### src/rtl/uart_ctrl_sched.sv
// -----------------------------------------------------------------------------
// uart_ctrl_sched
//
// Bus-side controller for the core's UART register port. After reset it
// programs BAUD once, then loops forever reading STAT (POLL presents the
// address, CHK consumes the registered read data). A pending RX byte is drained
// from RDR before anything else. N transmit requesters share the transmitter
// through a round-robin arbiter. Each granted byte is written to TDR and kicked
// with CTRL[0]. STAT[0] is then tracked: rising means the byte started, falling
// means it is done. A start that never shows within TIMEOUT cycles raises err.
//
// Ports
//   clk          system clock, all logic on the rising edge
//   rst_n        synchronous reset, active low
//   req          per-requester TX request, held with data stable until ack
//   req_data     byte of requester i at [8*i+7:8*i]
//   ack          one-cycle pulse, byte of requester i has been written to TDR
//   rx_valid     one-cycle pulse, rx_data holds a freshly received byte
//   rx_data      last received byte, held between pulses
//   busy         a TX transaction is in progress
//   err          one-cycle pulse when a kicked byte never started
//   uart_we      UART register write enable
//   uart_reg_num UART register select
//   uart_wd      UART write data
//   uart_rd      UART read data, valid the cycle after a read is presented
// -----------------------------------------------------------------------------
module uart_ctrl_sched #(
  parameter int          N             = 4,
  parameter logic [31:0] BAUD_DIV      = 32'd433,
  parameter logic [15:0] TIMEOUT       = 16'd4096,
  // UART register indices, matching the peripheral's register mux
  parameter logic [2:0]  UART_MUX_CTRL = 3'd0,
  parameter logic [2:0]  UART_MUX_STAT = 3'd1,
  parameter logic [2:0]  UART_MUX_BAUD = 3'd2,
  parameter logic [2:0]  UART_MUX_TDR  = 3'd3,
  parameter logic [2:0]  UART_MUX_RDR  = 3'd4
) (
  input  logic           clk,
  input  logic           rst_n,
  input  logic [N-1:0]   req,
  input  logic [8*N-1:0] req_data,
  output logic [N-1:0]   ack,
  output logic           rx_valid,
  output logic [7:0]     rx_data,
  output logic           busy,
  output logic           err,
  output logic           uart_we,
  output logic [2:0]     uart_reg_num,
  output logic [31:0]    uart_wd,
  input  logic [31:0]    uart_rd
);

  localparam int              IDX_W = (N > 1) ? $clog2(N) : 1;
  localparam logic [IDX_W:0]  N_W   = (IDX_W + 1)'(N);

  typedef enum logic [2:0] {
    S_BAUD,
    S_POLL,
    S_CHK,
    S_TDR,
    S_CTRL,
    S_RDR,
    S_RDW
  } state_t;

  typedef enum logic [1:0] {
    TX_NONE,
    TX_WAIT_START,
    TX_WAIT_DONE
  } tx_phase_t;

  state_t           r_state;
  tx_phase_t        r_tx_phase;
  logic [IDX_W-1:0] r_rr_ptr;
  logic [IDX_W-1:0] r_gnt_idx;
  logic [7:0]       r_tx_byte;
  logic [15:0]      r_timer;
  logic [N-1:0]     r_ack;
  logic             r_rx_valid;
  logic [7:0]       r_rx_data;
  logic             r_err;

  logic [7:0]       w_req_byte [N];
  logic [IDX_W-1:0] w_cand     [N];
  logic [N-1:0]     w_gnt_onehot;
  logic             w_gnt_found;
  logic [IDX_W-1:0] w_gnt_sel;

  // STAT bits between RX-not-empty (31) and the byte lanes are not needed here.
  logic             w_unused_rd;
  assign w_unused_rd = ^uart_rd[30:8];

  // Per-requester byte lanes, the scan order of the arbiter, and the ack decode.
  // w_cand[gi] is the requester examined (gi+1) places after the last grant,
  // so the most recently served requester is always looked at last.
  generate
    for (genvar gi = 0; gi < N; gi++) begin : g_req
      logic [IDX_W:0] w_sum;
      assign w_req_byte[gi]   = req_data[8*gi +: 8];
      assign w_sum            = {1'b0, r_rr_ptr} + (IDX_W + 1)'(gi + 1);
      assign w_cand[gi]       = (w_sum >= N_W) ? IDX_W'(w_sum - N_W) : IDX_W'(w_sum);
      assign w_gnt_onehot[gi] = (r_gnt_idx == IDX_W'(gi));
    end
  endgenerate

  // Round-robin pick: first asserted request in scan order.
  always_comb begin
    w_gnt_found = 1'b0;
    w_gnt_sel   = r_rr_ptr;
    for (int k = 0; k < N; k++) begin
      if (!w_gnt_found && req[w_cand[k]]) begin
        w_gnt_found = 1'b1;
        w_gnt_sel   = w_cand[k];
      end
    end
  end

  always_ff @(posedge clk) begin
    if (!rst_n) begin
      r_state    <= S_BAUD;
      r_tx_phase <= TX_NONE;
      r_rr_ptr   <= IDX_W'(N - 1);
      r_gnt_idx  <= '0;
      r_tx_byte  <= '0;
      r_timer    <= '0;
      r_ack      <= '0;
      r_rx_valid <= 1'b0;
      r_rx_data  <= '0;
      r_err      <= 1'b0;
    end else begin
      r_ack      <= '0;
      r_rx_valid <= 1'b0;
      r_err      <= 1'b0;

      // Start-timeout counter, saturating so the >= test in CHK stays true.
      if (r_tx_phase == TX_WAIT_START && r_timer < TIMEOUT) begin
        r_timer <= r_timer + 16'd1;
      end

      case (r_state)
        S_BAUD: r_state <= S_POLL;
        S_POLL: r_state <= S_CHK;
        S_CHK: begin
          // RX always wins; the TX bookkeeping is picked up on a later CHK.
          if (uart_rd[31]) begin
            r_state <= S_RDR;
          end else begin
            r_state <= S_POLL;
            case (r_tx_phase)
              TX_WAIT_START: begin
                if (uart_rd[0]) begin
                  r_tx_phase <= TX_WAIT_DONE;
                end else if (r_timer >= TIMEOUT) begin
                  r_err      <= 1'b1;
                  r_tx_phase <= TX_NONE;
                end
              end
              TX_WAIT_DONE: begin
                if (!uart_rd[0]) begin
                  r_tx_phase <= TX_NONE;
                end
              end
              default: begin
                if (w_gnt_found) begin
                  r_gnt_idx <= w_gnt_sel;
                  r_tx_byte <= w_req_byte[w_gnt_sel];
                  r_state   <= S_TDR;
                end
              end
            endcase
          end
        end
        S_TDR: begin
          // Loaded here so the pulse lines up with the CTRL write cycle.
          r_ack   <= w_gnt_onehot;
          r_state <= S_CTRL;
        end
        S_CTRL: begin
          r_rr_ptr   <= r_gnt_idx;
          r_tx_phase <= TX_WAIT_START;
          r_timer    <= '0;
          r_state    <= S_POLL;
        end
        S_RDR: r_state <= S_RDW;
        S_RDW: begin
          r_rx_data  <= uart_rd[7:0];
          r_rx_valid <= 1'b1;
          r_state    <= S_POLL;
        end
        default: r_state <= S_POLL;
      endcase
    end
  end

  // Register-port drive is a pure decode of the state. RDR is only ever
  // addressed in S_RDR because reading it pops the receive flag.
  always_comb begin
    uart_we      = 1'b0;
    uart_reg_num = UART_MUX_STAT;
    uart_wd      = 32'h0;
    case (r_state)
      S_BAUD: begin
        uart_we      = 1'b1;
        uart_reg_num = UART_MUX_BAUD;
        uart_wd      = BAUD_DIV;
      end
      S_TDR: begin
        uart_we      = 1'b1;
        uart_reg_num = UART_MUX_TDR;
        uart_wd      = {24'h0, r_tx_byte};
      end
      S_CTRL: begin
        uart_we      = 1'b1;
        uart_reg_num = UART_MUX_CTRL;
        uart_wd      = 32'h1;
      end
      S_RDR: begin
        uart_reg_num = UART_MUX_RDR;
      end
      default: begin
        uart_reg_num = UART_MUX_STAT;
      end
    endcase
  end

  assign busy     = (r_state == S_TDR) || (r_state == S_CTRL) || (r_tx_phase != TX_NONE);
  assign ack      = r_ack;
  assign rx_valid = r_rx_valid;
  assign rx_data  = r_rx_data;
  assign err      = r_err;

endmodule

### config.mk
export PLATFORM = sky130hd
export DESIGN_NAME = uart_ctrl_sched
export DESIGN_NICKNAME = d
export VERILOG_FILES = /design/src/rtl/uart_ctrl_sched.sv
export SDC_FILE = /design/constraint.sdc
export NUM_CORES = 1
export LEC_CHECK = 0
export CAP_MARGIN = 0
export CELL_PAD_IN_SITES_DETAIL_PLACEMENT = 1
export CELL_PAD_IN_SITES_GLOBAL_PLACEMENT = 1
export CORE_UTILIZATION = 25
export CTS_CLUSTER_DIAMETER = 80
export DETAILED_ROUTE_END_ITERATION = 12
export HOLD_SLACK_MARGIN = 0.05
export PLACE_DENSITY = 0.74
export SYNTH_ARGS = -nofsm -noshare
export SYNTH_HDL_FRONTEND = slang
export SYNTH_SLANG_ARGS = --single-unit
export TNS_END_PERCENT = 10
### constraint.sdc
create_clock -name clk -period 1.8 [get_ports clk]
set_clock_uncertainty 0.2 [all_clocks]
set_input_delay 0.18 -clock clk [delete_from_list [all_inputs] [get_ports clk]]
set_output_delay 0.18 -clock clk [all_outputs]
set_load 0.02 [all_outputs]
# Yosys cells after proc, flatten, opt, wreduce, memory -nomap -nowiden
# Index checks and enable logic that the tools add are counted.
# word_totals
memories	0
ff_bits	47
rom_bits	0
output_inout_bits	51
word_cells	109
mem_bits_rw	0
latchBits	0
# classes
n_div	0
n_mux	38
bitwise_logic	6
mul	0
reduce_logical	20
order_cmp	11
eq_ne	15
addsub	9
n_shift	0
# ops
op	count
two-way mux 2 bit	14
one-hot mux 9 bit (3 select lines)	1
one-hot mux 3 bit (4 select lines)	2
adder 16 x 1 -> 16 bit, second input constant	1
binary-select mux 8 bit (select 2 bit)	1
greater-or-equal comparator 16 x 13 -> 1 bit, second input constant	1
< comparator 16 x 13 -> 1 bit, second input constant	1
two-way mux 8 bit	2
greater-or-equal comparator 3 bit, second input constant	5
< comparator 2 x 3 -> 1 bit, second input constant	4
two-way mux 1 bit	11
equality test 3 bit, second input constant	3
binary-select mux 1 bit (select 2 bit)	4
one-hot mux 2 bit (2 select lines)	2
subtractor 2 x 1 -> 2 bit, second input constant	4
adder 2 x 2 -> 3 bit, second input constant	2
equality test 2 bit, second input constant	3
equality test 3 x 2 -> 1 bit, second input constant	2
!= test 3 bit, second input constant	2
inverter 1 bit	5
AND reduction 5 bit	1
OR reduction 5 bit	1
equality test 2 x 1 -> 1 bit, second input constant	2
logical AND 1 bit	4
16 further kinds	21

# Depth between registers and ports, before layout
# Gate-level depths: netlist (run 1).
# depth
word_depth	19
depth_mapped	7
depth_no_buf	7

# Worst setup path after synthesis (run 1)
# OpenSTA, ideal clock, no wires.
# synth_path
path_kind	register to register
start	reg r_tx_phase[0]
end	reg r_tx_byte[0]
period_less_slack_ps	1809
path_buffers	1
required_time_ps	1515
arrival_ps	1524
slack_ps	-9
path_stages_with_launch	8
setup_time_ps	85
path_cell_list	dfxtp_1 > inv_1 > ha_1 > a21oi_1 > nand2_1 > or3_1 > buf_2 > o221ai_1
# synth_via
elab_chain_cells	4
# synth_rtl
item	line_no	rtl
start, declared	73	tx_phase_t r_tx_phase;
start signal, assigned	121	r_tx_phase <= TX_NONE;
start signal, assigned	152	r_tx_phase <= TX_WAIT_DONE;
start signal, assigned	155	r_tx_phase <= TX_NONE;
equality test 2 x 1 -> 1 bit / equality test 2 bit (equally long branches)	149	case (r_tx_phase)
OR reduction 2 bit (no line) (*)	-	
inverter 1 bit (no line) (*)	-	
AND reduction 4 bit (no line) (*)	-	
end signal, assigned	166	r_tx_byte <= w_req_byte[w_gnt_sel];
end, declared	76	logic [7:0] r_tx_byte;
# Mark *: on every way between the ends. The rest lies on a longest branch, timed or not.
# A chain may end at the register's enable or synchronous reset.

# Final worst setup path (run 1)
# layout_path
start	reg r_rr_ptr[0]
end	reg r_tx_byte[0]
# layout_via
elab_chain_cells	19
# layout_rtl
item	line_no	rtl
start, declared	74	logic [IDX_W-1:0] r_rr_ptr;
start signal, assigned	122	r_rr_ptr <= IDX_W'(N - 1);
start signal, assigned	179	r_rr_ptr <= r_gnt_idx;
adder 2 x 1 -> 3 bit	100	assign w_sum = {1'b0, r_rr_ptr} + (IDX_W + 1)'(gi + 1);
greater-or-equal comparator 3 bit / subtractor 2 x 1 -> 2 bit (equally long branches)	101	assign w_cand[gi] = (w_sum >= N_W) ? IDX_W'(w_sum - N_W) : IDX_W'(w_sum);
two-way mux 2 bit	101	
binary-select mux 1 bit (select 2 bit)	111	if (!w_gnt_found && req[w_cand[k]]) begin
two-way mux 1 bit (implied by the code)	111	
two-way mux 1 bit	111	
logical NOT 1 bit	111	
logical AND 1 bit	111	
(+2 left out)	-	
logical AND 1 bit	111	
two-way mux 1 bit	111	
logical NOT 1 bit	111	
logical AND 1 bit	111	
two-way mux 2 bit	111	
inverter 2 -> 3 bit (implied by the code)	166	
binary-select mux 8 bit (select 2 bit)	166	
two-way mux 8 bit (implied by the code) (2 in a row)	166	
# Several ways; a longest one is shown, not always the timed one. The select of a mux whose other input is x is not followed.

==> results.py, run 1 <==
metrics = {
    "grt": {
        "antenna_found_initial": 0,
        "leftover_overflow_at_the_end_of_global_routing": 0,
        "first_global_vias": 2376,
        "global_route.usage.total_pct": 14.38,
        "grt_pass1_wl_um": 11300,
        "grt_max_degree": 18,
    },
    "cells_and_area": {
        "final_layout_size_suffix_gt1_share_pct": 27.23,
        "num-nets-final": 467,
        "finish.cell_count_without_fillers": 522,
        "final_core_utilization_pct": 40.51,
        "most_common_library_cell_in_the_layout_ignoring_fill_and_taps": "sky130_fd_sc_hd__clkdlybuf4s50_1",
        "layout.cell_area.non_filler_um2": 3744,
        "final.fill_count": 1088,
        "flow.area_growth_from_synthesis_pct": 56.57,
        "seqCellArea_um2": 957.2,
        "multiInputGateArea_um2": 1434,
        "n_antenna_cell": 0,
        "most_frequent_cells_in_the_layout": "sky130_fd_sc_hd__clkdlybuf4s50_1 (57), sky130_fd_sc_hd__buf_4 (39), sky130_fd_sc_hd__dfxtp_1 (38), sky130_fd_sc_hd__nand2_1 (33), sky130_fd_sc_hd__conb_1 (23)",
    },
    "timing": {
        "timing_hold_violations_final": 0,
        "grt_setup_unrepaired": "true",
        "fin_crit_period_ps": 1854,
        "post-route-period-util_pct": 103.0,
        "whs_ps": 225.8,
        "setup_slack_ps": -54.00,
        "report.final.slew_viol_count": 0,
        "maxSlewHeadroom_pct": 61.05,
        "achievable-frequency_ghz": 0.5394,
        "report.final.setup_viol": 8,
        "transition_time_at_the_pin_with_the_least_slew_margin_ps": 582.2,
    },
    "logic_synthesis": {
        "syn_inst": 283,
        "ys.warnings.count": 0,
        "async_flop_share_pct": 0,
        "synth.cell_area_um2": 2391,
        "register_bit_total_from_synthesis": 47,
        "synth-edff-count": 0,
        "ys_dominant_reg_cell": "sky130_fd_sc_hd__dfxtp_1",
        "syn_avg_cell_area_um2": 8.449,
        "yosys.cell_types.count": 42,
        "yosysSeqAreaShare_pct": 39.35,
    },
    "worst_setup_path": {
        "worstPathRequired_ps": 1790,
        "timing.setup.critical_path_class": "reg2reg",
        "timing.critical_path.from_type": "flip-flop",
        "cp.arrival_ps": 1840,
        "path_max_fanout": 9,
        "crit_end_category": "flip-flop",
    },
    "drt": {
        "routed-via-count": 2306,
        "drt_drc_violations_left": 0,
        "routed_via_density": 4.418,
        "drt_iter0_markers": 48,
        "routed_wl_um": 6915,
        "postRouteAntennaNets": 0,
        "post_drt_wl_per_cell_um": 13.25,
        "drt-pass1-iter-count": 4,
    },
    "clocking": {
        "clock-root-buffer": "sky130_fd_sc_hd__clkbuf_8",
        "tritoncts.num_buffers": 5,
        "clock_sink_count": 47,
        "htree_num_levels": 2,
        "cts_tree": "built",
        "clk_path_buf_depth": 2,
        "clk_pin_slew_ps": 90,
        "worstSkewPairLatency_ps": 300,
    },
    "placement": {
        "globalplace.congestion": 0.7608,
        "post-dp-hpwl_um": 5092,
        "detailed_place.area_um2": 3451,
        "portBuffers": 74,
        "dpl.cell_count": 507,
    },
    "power_and_ir_drop": {
        "static_leakage_uw": 0.001529,
        "vdd_ir_drop_max_mv": 0.2819,
        "p_per_area_nw_per_um2": 596.2,
    },
    "die": {
        "die_width_um": 99.80,
        "io_pins": 121,
        "start_util_pct": 25.88,
        "die_h_um": 99.80,
        "core_footprint_um2": 9240,
        "dieArea_um2": 9959,
        "row_count": 35,
    },
    "run": {
        "max_cap_violations": 0,
    },
    "outcome": {
        "run_status": "complete, but fails checks",
        "failed_checks": "setup timing",
    },
    "hold_path": {
        "min_path_type": "in2reg",
    },
}
-- stage by stage --
| step | setup TNS, ps | power (uW) | setup slack, ps |
|---|---|---|---|
| floorplan | -5.360 | 1361 | -5.360 |
| global placement | -4679 | 1576 | -358.0 |
| detailed placement | -5514 | 1584 | -450.3 |
| CTS | -644.5 | 2234 | -77.50 |
| global route | -1483 | 2341 | -125.0 |
| finish | -227.6 | 2232 | -54.00 |
-- power by group --
group          switching [uW]  leakage [uW]  internal, uW
Sequential               16.1      0.000383          1060
Clock                     346     0.0000422           273
Combinational             260       0.00110           281
-- area by class of cell --
cell class	instances	share of cell area, %
multi-input combinational	211	38.30
timing repair buffer	116	28.54
sequential	47	25.57
tap	129	4.312
clock buffer	7	2.039
inverter	11	1.103
clock inverter	1	0.1337
-- registers in the layout, indices dropped and copies added (netlist names) --
| signal | cells |
|---|---|
| r_timer | 16 |
| r_tx_byte | 8 |
| rx_data | 8 |
| ack | 4 |
| r_state | 3 |
| r_gnt_idx | 2 |
| r_rr_ptr | 2 |
| r_tx_phase | 2 |
| err | 1 |
| rx_valid | 1 |
-- worst max-delay path: stages (launching register included) --
cell                       delay [ps]
sky130_fd_sc_hd__dfxtp_2          350
sky130_fd_sc_hd__nand2b_4         130
sky130_fd_sc_hd__o21ai_2           70
sky130_fd_sc_hd__a221oi_4         290
sky130_fd_sc_hd__buf_4            170
sky130_fd_sc_hd__buf_12           130
sky130_fd_sc_hd__mux2i_2          260
sky130_fd_sc_hd__o221ai_2         130
-- synthesized netlist by cell type, drive strengths merged, types with 2 or more instances --
library cell,instances,area (um^2)
inv,10,37.54
o221ai,8,70.07
or2,2,15.02
buf,27,200.2
dfxtp,47,940.9
nor3,5,25.02
or3,6,38.79
nand4,3,18.77
o21a,2,15.01
a21oi,21,105.1
and2,2,12.51
nand2b,8,50.05
xnor2,6,52.55
nor2,20,75.07
mux2i,17,170.2
ha,5,62.56
o21ai,7,35.03
nand3,16,85.08
nand2,33,123.9
clkbuf,9,33.78
o211ai,2,15.01
a21o,5,37.54
and3,8,51.30
-- worst paths after layout --
kind / start / end / slack [ps] / depth (start not counted)
worst min-delay path: uart_rd[2] / rx_data[2] / 230 / 3
worst min register to register: rx_data[1] / rx_data[1] / 260 / 2
worst max register to register: r_rr_ptr[0] / r_tx_byte[0] / -50 / 7
worst max-delay path: r_rr_ptr[0] / r_tx_byte[0] / -50 / 7
-- kinds of logic after synthesis --
logic type,Yosys count,synth area share (%)
xor gates and xnor gates,7,2.564
other,1,0.1568
muxes,17,7.117
adders and majority gates,5,2.616
AOI/OAI and AO/OA,49,12.98
DFF,47,39.35
and+or+nand+nor,110,23.71
buffers and inverters,47,11.51
-- metal layers --
| metal | vias up | track usage [%] | wire (um) |
|---|---|---|---|
| met5 | - | 0 | 0 |
| met4 | 0 | 4.977 | 120 |
| met3 | 11 | 3.064 | 272 |
| met2 | 53 | 26.95 | 3591 |
| met1 | 1095 | 15.96 | 2930 |
| li1 | 1147 | - | - |
-- timing repair --
action                     in CTS  in global routing
pin swaps                       8                 16
setup endpoints to repair      30                 28
cloned                          1                  0
hold buffers                    0                  0
setup buffers                   1                  5
gates resized for setup        74                 37
Power figures use the tool's default switching activity.
==> run 2: changes to the inputs <==
- PLACE_DENSITY: 0.74 -> not set
- PLACE_DENSITY_LB_ADDON: not set -> 0.15
==> run 2 against run 1 <==
Compared with the run above:
- the flow still finishes with violations (setup timing)
- critical path type unchanged
- non-clock buffer count decreased by 8
- highest routed layer unchanged
- final cell count decreased by 1.7%
- via count decreased by 2.7%
- routed wire length decreased by 4.6%
==> results.py, run 2 (synthesized netlist as in run 1, its figures left out) <==
metrics = {
    "die": {
        "die_h_um": 99.80,
        "dieArea_um2": 9959,
        "start_util_pct": 25.88,
        "die_width_um": 99.80,
        "row_count": 35,
        "io_pins": 121,
        "core_footprint_um2": 9240,
    },
    "cells_and_area": {
        "max_flop_register": "r_timer",
        "num-nets-final": 459,
        "flow.area_growth_from_synthesis_pct": 52.69,
        "largest_register_ff_count": 16,
        "n_antenna_cell": 0,
        "most_common_library_cell_in_the_layout_ignoring_fill_and_taps": "sky130_fd_sc_hd__clkdlybuf4s50_1",
        "most_frequent_cells_in_the_layout": "sky130_fd_sc_hd__clkdlybuf4s50_1 (59), sky130_fd_sc_hd__dfxtp_1 (40), sky130_fd_sc_hd__nand2_1 (32), sky130_fd_sc_hd__buf_4 (31), sky130_fd_sc_hd__conb_1 (23)",
        "final_layout_size_suffix_gt1_share_pct": 24.48,
        "finish.cell_count_without_fillers": 513,
        "final_core_utilization_pct": 39.51,
    },
    "timing": {
        "timing_hold_violations_final": 0,
        "report.final.slew_viol_count": 0,
        "post-route-period-util_pct": 100.4,
        "setup_slack_ps": -7.549,
        "grt_setup_unrepaired": "true",
        "report.final.setup_viol": 1,
        "fin_crit_period_ps": 1808,
        "achievable-frequency_ghz": 0.5532,
    },
    "grt": {
        "first_global_vias": 2291,
        "global_route.usage.total_pct": 13.67,
        "leftover_overflow_at_the_end_of_global_routing": 0,
        "grt_pass1_wl_um": 10850,
        "antenna_found_initial": 0,
        "grt_max_degree": 18,
    },
    "worst_setup_path": {
        "worstPathCellList": "nor4_4 > nand3_2 > or2_4 > or3_4 > a21oi_2",
        "critical_path.max_stage_delay_ps": 360,
        "timing.setup.critical_path_class": "reg2reg",
        "slowest_stage": "sky130_fd_sc_hd__nor4_4",
        "timing.critical_path.from_type": "flip-flop",
        "cp.buffers_inverters": 0,
        "crit_end_category": "flip-flop",
        "cpLargestDelayFamily": "simple AND/OR/NAND/NOR gates",
        "path_max_fanout": 5,
        "worstPathRequired_ps": 1840,
        "cp.arrival_ps": 1840,
    },
    "placement": {
        "dpl.cell_count": 502,
        "post-dp-hpwl_um": 4893,
        "portBuffers": 74,
        "detailedPlace.worstSlack_ps": -421.4,
        "globalplace.congestion": 0.7543,
    },
    "drt": {
        "drt-pass1-iter-count": 4,
        "routed_wl_um": 6594,
        "post_drt_wl_per_cell_um": 12.85,
        "routed_via_density": 4.374,
        "drt_iter0_markers": 35,
        "drt_drc_violations_left": 0,
        "routed-via-count": 2244,
        "postRouteAntennaNets": 0,
    },
    "clocking": {
        "cts_tree": "built",
        "clk_pin_slew_ps": 90,
        "htree_num_levels": 2,
        "worstSkewPairLatency_ps": 300,
        "clock-root-buffer": "sky130_fd_sc_hd__clkbuf_8",
        "cts_hold_buffers": 0,
        "tritoncts.num_buffers": 5,
        "clk_path_buf_depth": 2,
        "clock_sink_count": 47,
    },
    "power_and_ir_drop": {
        "p_per_area_nw_per_um2": 633.3,
        "static_leakage_uw": 0.001462,
        "netSwitchingFraction_pct": 26.36,
        "p_clk_share_pct": 32.9,
        "internal-power_uw": 1703,
        "p_seq_share_pct": 46.4,
        "vdd_ir_drop_max_mv": 0.2770,
        "comb_power_share_pct": 20.7,
        "design_power_total_uw": 2312,
        "switchingPower_uw": 609.5,
    },
    "hold_path": {
        "min_path_type": "in2reg",
    },
    "outcome": {
        "run_status": "complete, but fails checks",
        "failed_checks": "setup timing",
    },
    "run": {
        "max_cap_violations": 0,
    },
}
run 2: cell type report:
cell class	instances	area [um^2]
clock buffers	6	72.57
clock inverters	1	30.03
fillers	1096	5589
inverters	11	41.29
multi-input cells	211	1406
flip-flops and latches	47	952.2
well taps	129	161.4
repair buffers	108	987.2
run 2: through the flow:
step	setup TNS (ps)	hold slack, ps	instance area [um^2]
floorplan	-5.360	116.0	2477
global placement	-4036	244.7	3402
detailed placement	-4552	249.1	3402
CTS	-406.5	210.7	3548
global route	-1090	102.7	3651
finish	-7.549	73.60	3651
run 2: worst reg2reg max path: stages, from the launching register on:
cell                      delay (ps)
sky130_fd_sc_hd__dfxtp_2         350
sky130_fd_sc_hd__nor4_4          360
sky130_fd_sc_hd__nand3_2         110
sky130_fd_sc_hd__or2_4           270
sky130_fd_sc_hd__or3_4           330
sky130_fd_sc_hd__a21oi_2         130
run 2: worst paths after layout:
| kind | to | from | slack (ps) | depth (start not counted) |
|---|---|---|---|---|
| setup / recovery | r_timer[9] | r_timer[12] | -8 | 5 |
| hold / removal | r_state[2] | uart_rd[31] | 70 | 3 |
| setup reg to reg | r_timer[9] | r_timer[12] | -8 | 5 |
| hold reg to reg | rx_data[4] | rx_data[4] | 260 | 2 |
run 2: per-layer routing:
layer | GRT usage, % | part of all wire (%)
met5 | 0 | 0
met3 | 3.830 | 5.4
met2 | 23.24 | 48
met1 | 16.86 | 46
met4 | 3.846 | 1.2
run 2: repair_timing:
item | in CTS | in global routing
pin swaps | 2 | 10
setup buffers | 0 | 4
setup endpoints to repair | 30 | 31
resized for setup | 67 | 32
run 2: power groups by stage:
stage          Sequential [uW]  Clock, uW  Combinational, uW
2_1_floorplan             1090          0                268
3_3_place_gp              1090          0                471
3_5_place_dp              1090          0                473
4_1_cts                   1070        795                468
5_1_grt                   1070        826                516
6_report                  1070        762                479
==> run 3: changes to the inputs <==
- CTS_BUF_LIST: not set -> sky130_fd_sc_hd__clkbuf_16
==> run 3 against run 2 <==
Compared with the run above:
- the flow still finishes with violations (setup timing)
- worst setup slack worse by 45 ps
- routed wire length is 1.5% higher
- clock power is 34% higher
- total power increased by 13%
- first-iteration DRC count is 29% lower
- via count grew 0.53%
- combinational power increased by 8.6%
- fmax decreased by 2.4%
- design area increased by 4.2%
- critical endpoint is now r_tx_byte[0]
- largest cell class unchanged
- largest power group unchanged
- highest routed layer unchanged
==> results.py, run 3 (synthesized netlist as in run 1, its figures left out) <==
metrics = {
    "drt": {
        "routed_via_density": 4.364,
        "routed-via-count": 2256,
        "postRouteAntennaNets": 0,
        "post_drt_wl_per_cell_um": 12.94,
        "drt_iter0_markers": 25,
        "drt_drc_violations_left": 0,
        "routed_wl_um": 6692,
        "drt-pass1-iter-count": 4,
    },
    "hold_path": {
        "min_path_type": "in2reg",
    },
    "cells_and_area": {
        "n_antenna_cell": 0,
        "most_common_library_cell_in_the_layout_ignoring_fill_and_taps": "sky130_fd_sc_hd__clkdlybuf4s50_1",
        "flow.area_growth_from_synthesis_pct": 59.08,
        "finish.cell_count_without_fillers": 517,
        "layout.cell_area.non_filler_um2": 3804,
        "num-nets-final": 463,
        "largest_register_ff_count": 16,
        "max_flop_register": "r_timer",
        "most_frequent_cells_in_the_layout": "sky130_fd_sc_hd__clkdlybuf4s50_1 (56), sky130_fd_sc_hd__dfxtp_1 (39), sky130_fd_sc_hd__buf_4 (36), sky130_fd_sc_hd__nand2_1 (32), sky130_fd_sc_hd__conb_1 (23)",
        "final_layout_size_suffix_gt1_share_pct": 27.84,
    },
    "clocking": {
        "tritoncts.num_buffers": 5,
        "worstSkewPairLatency_ps": 280,
        "clock_sink_count": 47,
        "clk_pin_slew_ps": 60,
        "cts_tree": "built",
        "clk_path_buf_depth": 2,
        "htree_num_levels": 2,
        "clock-root-buffer": "sky130_fd_sc_hd__clkbuf_16",
    },
    "timing": {
        "fin_crit_period_ps": 1852,
        "timing_hold_violations_final": 0,
        "report.final.slew_viol_count": 0,
        "report.final.setup_viol": 6,
        "setup_slack_ps": -52.38,
        "post-route-period-util_pct": 102.9,
        "achievable-frequency_ghz": 0.5398,
        "grt_setup_unrepaired": "true",
    },
    "power_and_ir_drop": {
        "p_per_area_nw_per_um2": 687.1,
        "vdd_ir_drop_max_mv": 0.4030,
        "comb_power_share_pct": 19.9,
        "netSwitchingFraction_pct": 24.89,
        "p_seq_share_pct": 41.0,
        "switchingPower_uw": 650.5,
        "internal-power_uw": 1963,
        "static_leakage_uw": 0.001552,
        "p_clk_share_pct": 39.1,
    },
    "worst_setup_path": {
        "timing.setup.critical_path_class": "reg2reg",
        "path_max_fanout": 8,
        "crit_end_category": "flip-flop",
        "worstPathRequired_ps": 1760,
        "timing.critical_path.from_type": "flip-flop",
        "cp.arrival_ps": 1820,
    },
    "die": {
        "start_util_pct": 25.88,
        "die_width_um": 99.80,
        "dieArea_um2": 9959,
        "io_pins": 121,
        "die_h_um": 99.80,
        "row_count": 35,
        "core_footprint_um2": 9240,
    },
    "grt": {
        "grt_pass1_wl_um": 10850,
        "grt_max_degree": 18,
        "global_route.usage.total_pct": 13.74,
        "first_global_vias": 2300,
        "antenna_found_initial": 0,
        "leftover_overflow_at_the_end_of_global_routing": 0,
    },
    "outcome": {
        "run_status": "complete, but fails checks",
        "failed_checks": "setup timing",
    },
    "run": {
        "max_cap_violations": 0,
    },
    "placement": {
        "portBuffers": 74,
        "dpl.cell_count": 502,
        "post-dp-hpwl_um": 4893,
        "globalplace.congestion": 0.7543,
        "detailed_place.area_um2": 3402,
    },
}
[run 3: cell count changes in the layout (fill, tap and decap cells not counted), sizes merged]
cell	delta
buf	-1
clkbuf	+6
clkdlybuf4s15	-3
clkdlybuf4s50	-3
dlygate4sd2	+1
dlymetal6s2s	+3
inv	+1
[run 3: area by class of cell]
type | count | area [um^2]
fillers | 1083 | 5436
multi-input cells | 211 | 1461
repair buffers | 112 | 1027
flip-flops and latches | 47 | 953.4
well taps | 129 | 161.4
clock buffers | 5 | 125.1
inverters | 11 | 41.29
clock inverters | 2 | 33.78
[run 3: power by group through the flow]
stage	registers [uW]	clock network, uW	logic (uW)
finish	1070	1020	520
global route	1070	1090	559
CTS	1070	1050	465
detailed placement	1090	0	473
global placement	1090	0	471
floorplan	1090	0	268
[run 3: worst paths after layout]
| path | from | end | slack (ps) | cells after the start |
|---|---|---|---|---|
| max reg2reg | r_rr_ptr[0] | r_tx_byte[0] | -50 | 7 |
| max | r_rr_ptr[0] | r_tx_byte[0] | -50 | 7 |
| min reg2reg | rx_data[3] | rx_data[3] | 260 | 2 |
| min | uart_rd[5] | rx_data[5] | 240 | 3 |
[run 3: critical path, cell delays in order (launching register included)]
cell and delay, ps:
sky130_fd_sc_hd__dfxtp_2 340, sky130_fd_sc_hd__nand2b_4 130, sky130_fd_sc_hd__o21ai_2 60, sky130_fd_sc_hd__a221oi_2 330, sky130_fd_sc_hd__buf_4 190, sky130_fd_sc_hd__buf_12 140
sky130_fd_sc_hd__mux2i_1 240, sky130_fd_sc_hd__o221ai_2 110
[run 3: what timing repair did]
item / 4_1_cts / 5_1_grt
hold buffers: 0 / 0
resized for setup: 45 / 65
gates cloned: 0 / 1
pin swaps: 4 / 15
setup endpoints to repair: 30 / 31
setup buffers: 0 / 7
[run 3: layer usage]
layer	part of all wire (%)	vias to the layer above	routed length [um]	GRT usage [%]
met4	1.7	0	111	4.525
met1	46	1054	3107	16.95
met5	0	-	0	0
li1	-	1137	-	-
met3	4.8	9	324	3.760
met2	47	56	3148	23.13
[run 3: metrics by stage]
step	hold slack [ps]	total power [uW]	util (%)	setup TNS (ps)	setup slack, ps
after floorplan	116.0	1361	-	-5.360	-5.360
after global placement	244.7	1564	36.82	-4036	-364.5
after detailed placement	249.1	1567	36.82	-4552	-421.4
after CTS	236.6	2589	38.66	-966.1	-206.8
after global routing	253.4	2728	41.16	-1594	-138.5
final	242.0	2613	41.16	-207.7	-52.38
